<file path="src/rtl/lifo.sv">
`default_nettype none
// ============================================================================
// Module      : lifo
// Description : Single-clock last-in/first-out stack of LIFO_SIZE words.
//               Pops are delivered on a registered output with a one-cycle
//               valid strobe; a simultaneous read and write replaces the top
//               entry while returning the old top.
// Revision    : 1.0 - initial release
// ============================================================================
module lifo #(
    parameter int DATA_W    = 5,
    parameter int LIFO_SIZE = 2
) (
    input  logic              clock,
    input  logic              reset,
    input  logic              write,
    input  logic              read,
    input  logic [DATA_W-1:0] datain,
    output logic [DATA_W-1:0] dataout,
    output logic              val,
    output logic              full
);

    // Occupancy needs to represent 0..LIFO_SIZE inclusive.
    localparam int CNT_W = $clog2(LIFO_SIZE + 1);
    // Storage index width; a one-entry stack still needs a 1-bit index.
    localparam int IDX_W = (LIFO_SIZE > 1) ? $clog2(LIFO_SIZE) : 1;

    localparam logic [CNT_W-1:0] FULL_CNT = CNT_W'(LIFO_SIZE);
    localparam logic [CNT_W-1:0] ONE_CNT  = CNT_W'(1);

    logic [DATA_W-1:0] mem [LIFO_SIZE];
    logic [CNT_W-1:0]  count;

    logic              empty;
    logic              do_pop;
    logic              do_swap;
    logic              do_push;
    logic [IDX_W-1:0]  top_idx;
    logic [IDX_W-1:0]  wr_idx;

    // full is a pure decode of the registered occupancy, so it changes on the
    // same edge that changes count.
    assign full  = (count == FULL_CNT);
    assign empty = (count == '0);

    // Decode the request into exactly one of pop, swap (pop+push) or push.
    // A write on an empty stack with read also asserted degenerates to a
    // plain push because there is nothing to return.
    always_comb begin
        do_pop  = 1'b0;
        do_swap = 1'b0;
        do_push = 1'b0;
        top_idx = IDX_W'(count - ONE_CNT);
        wr_idx  = IDX_W'(count);
        if (read && !empty) begin
            do_pop  = 1'b1;
            do_swap = write;
        end else if (write && !full) begin
            do_push = 1'b1;
        end
    end

    // Stack storage, occupancy and registered pop output.
    always_ff @(posedge clock or negedge reset) begin
        if (!reset) begin
            count   <= '0;
            dataout <= '0;
            val     <= 1'b0;
            for (int i = 0; i < LIFO_SIZE; i++) begin
                mem[i] <= '0;
            end
        end else begin
            val <= do_pop;
            if (do_pop) begin
                dataout <= mem[top_idx];
            end
            if (do_swap) begin
                // Old top has just been captured into dataout; overwrite it in place.
                mem[top_idx] <= datain;
            end else if (do_pop) begin
                count <= count - ONE_CNT;
            end else if (do_push) begin
                mem[wr_idx] <= datain;
                count       <= count + ONE_CNT;
            end
        end
    end

endmodule
`default_nettype wire

</file>
<file path="config.mk">
export PLATFORM = sky130hd
export DESIGN_NAME = lifo
export DESIGN_NICKNAME = d
export VERILOG_FILES = /design/src/rtl/lifo.sv
export SDC_FILE = /design/constraint.sdc
export NUM_CORES = 1
export LEC_CHECK = 0
export CORE_UTILIZATION = 45
export CTS_BUF_LIST = sky130_fd_sc_hd__clkbuf_2
export DETAILED_ROUTE_END_ITERATION = 10
export PLACE_DENSITY = 0.65
export SLEW_MARGIN = 10
export SYNTH_ARGS = -nofsm -noshare
export SYNTH_HDL_FRONTEND = slang
export SYNTH_SLANG_ARGS = --single-unit
</file>
<file path="constraint.sdc">
create_clock -name clock -period 2.79 [get_ports clock]
set_input_delay 0.6975 -clock clock [delete_from_list [all_inputs] [get_ports clock]]
set_output_delay 0.6975 -clock clock [all_outputs]
set_load 0.005 [all_outputs]
</file>
[After elaboration in Yosys (flattened, before gate mapping)]
Cells that the tools add are included.
Word-level totals
  bits in registers: 18
  bits of input ports: 9
  output and inout bits: 7
  logic and storage cells: 45
Cells by class
  add/sub/neg operators: 2
  $lt $le $gt $ge: 4
  equality and inequality tests: 2
  muxes and demuxes: 18
  bitwise gates (word level): 3
  reduce and logical (&&, ||, !) cells: 11
Operators with widths (count)
  10-bit two-way mux: 3
  5-bit two-way mux: 5
  10-bit bitwise mux: 2
  5-bit demux with 1-bit select: 2
  2-bit >= comparator, second input constant: 2
  1-bit logical AND: 4
  2-bit by 1-bit < comparator with 1-bit output, second input constant: 2
  1-bit two-way mux: 4
  2-bit two-way mux: 2
  1-bit NOT with 2-bit output: 2
  2-bit AND reduction: 2
  2-bit nonzero test: 2
  2-bit by 1-bit adder with 2-bit output, second input constant: 1
  2-bit equality test, second input constant: 1
  1-bit logical NOT: 2
  2-bit logical NOT: 1
  2-bit by 1-bit != test with 1-bit output, second input constant: 1
  2-bit by 1-bit subtractor with 2-bit output, second input constant: 1
  1-bit NOT: 1

[Logic depth before layout (Yosys ltp)]
  depth after elaboration: 9
  mapped depth: 8

[Least setup slack after synthesis]
No wires, ideal clock.
  path kind: reg-to-output
  start point: reg count[0]
  end point: out full
  arrival time: 1025 ps
  required time: 2092 ps
  slack: 1067 ps
  cell stages (with the launch flop): 4
  path buffers: 1
  cells stage by stage: dfrtp_1 buf_4 inv_2 ha_1
On the way
  word-level cells in the longest chain between the ends: 1
RTL lines
  start: declaration: line 33  | logic [CNT_W-1:0] count;
  start signal: assignment: line 82  | count <= count - ONE_CNT;
  start signal: assignment: line 85  | count <= count + ONE_CNT;
  2-bit equality test: line 44  | assign full = (count == FULL_CNT);
  end: declaration: line 21  | output logic full
No other way between the ends.

[Worst setup path in the final report]
Same ends and word-level chain as after synthesis.

==> results.toml <==
[layout]
layout-drive-gt1-share_pct = 14.0
insertedDiodeCount = 0
final_common_cell = "dfrtp_1"
area_growth_pct = 13.8
nNetsFinal = 149
fill_cells = 227
final_cell_mix = "dfrtp_1, nand2_1, clkdlybuf4s50_1, nor2b_1"

[detailed_routing]
drt_iter0_markers = 29
wl_per_cell_um = 15.5
via_per_inst = 5.87
drc_errors = 0
first_pass_iters = 4
via_count = 974
ant_nets = 0
wl_um = 2580

[setup_path]
slowest_delay_ns = 0.58
cp_max_fo = 11
required_ns = 2.09
cp.arrival_ns = 1.93
start_kind = "flip-flop"
worstSetupPathType = "flip-flop to output port"
cp_slowest_cell = "clkdlybuf4s50_1"
cp_cell_sequence = "inv_2 > ha_1 > clkdlybuf4s50_1"
end_kind = "output port"

[yosys]
yosysWarnings = 0
syn_nets = 134
yosysTopAreaCellShare_pct = 37.8
yosysTopAreaCell = "dfrtp_1"
ys.flop_type = "dfrtp_1"
yosysSeqAreaShare_pct = 37.8
synth_area_per_cell_um2 = 9.68
synth-edff-count = 0
ys_seq_elements = 18
syn_inst = 123
synth.distinct_cells = 28
ys_async_sr_fraction_pct = 100
syn-cell-area_mm2 = 0.00119
synthTopCellsByArea = "dfrtp_1, a221oi_2, nor2b_1, nand2_1, nand4_1"

[clocking]
cts_buffer_depth = 2
hold_buffers = 0
post_cts_buffers = 0
cts_tree = "yes"
cts_resized = 0
cts.sinks = 18
htreeDepth = 1
cts_inserted_buffers = 3
clk_latency_ns = 0.30
clk_pin_slew_worst_paths_ns = 0.18
cts_root_buf = "clkbuf_2"

[floorplan]
core_area_mm2 = 0.00250
die-area_mm2 = 0.00286
io_pins = 16
die_x_um = 53.5
die_h_um = 53.5
initial_utilization_pct = 47.6
num_rows = 18

[sta]
max_freq_mhz = 380
worst_pin_slew_ns = 0.497
slew_headroom_pct = 66.8
setup_viol = 0
hold_slack_ns = 0.487
fin_setup_tns_ns = 0
hold_violations = 0
fin_crit_ns = 2.63
fin_crit_sh_pct = 94.2
slew_violations = 0
rsz0062_at_grt = "no"
clock_skew_ns = 0.00453

[place]
hpwl_um = 1750
io_buffer_count = 15
finalWeightedCongestion = 0.829

[global_routing]
track_usage_pct = 21.6
grt_first_pass_wirelength_um = 4330
grt_max_degree = 32
grt-ovfl-total = 0
grt_pass1_vias = 871
antenna_found_initial = 0

[power]
leakage_uw = 0.000580
power_uw = 1410
max-vdd-ir-drop_uv = 699
pwr_density_cell_mw_per_mm2 = 1040

[outcome]
outcome = "complete, no violations"

[flow_run]
maxCapViolCount = 0

[worst_hold_path]
hold_path_class = "flip-flop to flip-flop"
[path summary, 6_finish.rpt]
check                      cells past startpoint  slack [ns]       start          to
max                                            3        0.16    count[0]        full
min                                            2        0.49  dataout[4]  dataout[4]
max reg2reg                                    6        0.68    count[0]      mem[0]
min reg2reg                                    2        0.49  dataout[4]  dataout[4]
max in group asynchronous                      2        1.89       reset      mem[4]
min in group asynchronous                      2        0.70       reset  dataout[2]
[worst max-delay path: cells and delay by family (launching register included)]
family | cells | cell delay, ns
fa+ha+maj | 1 | 0.42
buf+inv | 2 | 0.80
flops | 1 | 0.42
[cells in the mapped netlist (all sizes together), types with 5 or more instances]
library cell,instances
dfrtp,18
nand2,15
nor2b,14
buf,9
a221oi,8
inv,8
nand4,8
o21ai,7
o211ai,5
[registers in the layout, summed over array words and instances, names as in the netlist]
signal,count
count,2
val,1
dataout,5
mem,10
[per-layer routing]
metal / track usage [%] / part of all wire, % / up-vias
li1: - / - / 481
met2: 29.2 / 43 / 28
met1: 33.3 / 51 / 463
met4: 7.89 / 0.74 / 0
met3: 3.74 / 4.9 / 2
met5: 0 / 0 / -
[kinds of logic after synthesis]
| kind of cell | share of synthesized area, % |
|---|---|
| adder cells (fa/ha/maj) | 2.10 |
| buffers and inverters | 8.30 |
| multiplexers | 3.36 |
| AO/OA/AOI/OAI | 20.7 |
| AND/OR/NAND/NOR | 27.0 |
| flip-flops | 37.8 |
| XOR/XNOR | 0.735 |
[where the power goes]
group          leakage, uW  switching, uW  internal [uW]
combinational     0.000351            443            389
sequential        0.000217           74.1            390
clock            0.0000125           82.7           29.3
total             0.000580            600            808
[final cells by class]
| type | count | area, um2 | share of cell area [%] |
|---|---|---|---|
| clock buffer | 3 | 15.0 | 1.11 |
| inverter | 8 | 30.0 | 2.22 |
| multi-input combinational | 88 | 642 | 47.4 |
| sequential | 18 | 450 | 33.2 |
| tap | 30 | 37.5 | 2.77 |
| timing repair buffer | 19 | 180 | 13.3 |
[per-stage QoR]
step	util, %	setup slack, ns	instances	cell area, um2
6_report	54.2	0.160	166	1360
4_1_cts	54.2	0.179	166	1360
3_5_place_dp	53.6	0.403	163	1340
2_1_floorplan	-	1.07	123	1190
3_3_place_gp	53.6	0.500	163	1340
5_1_grt	54.2	0.0691	166	1360
No activity file was read; power rests on OpenSTA's default activity.
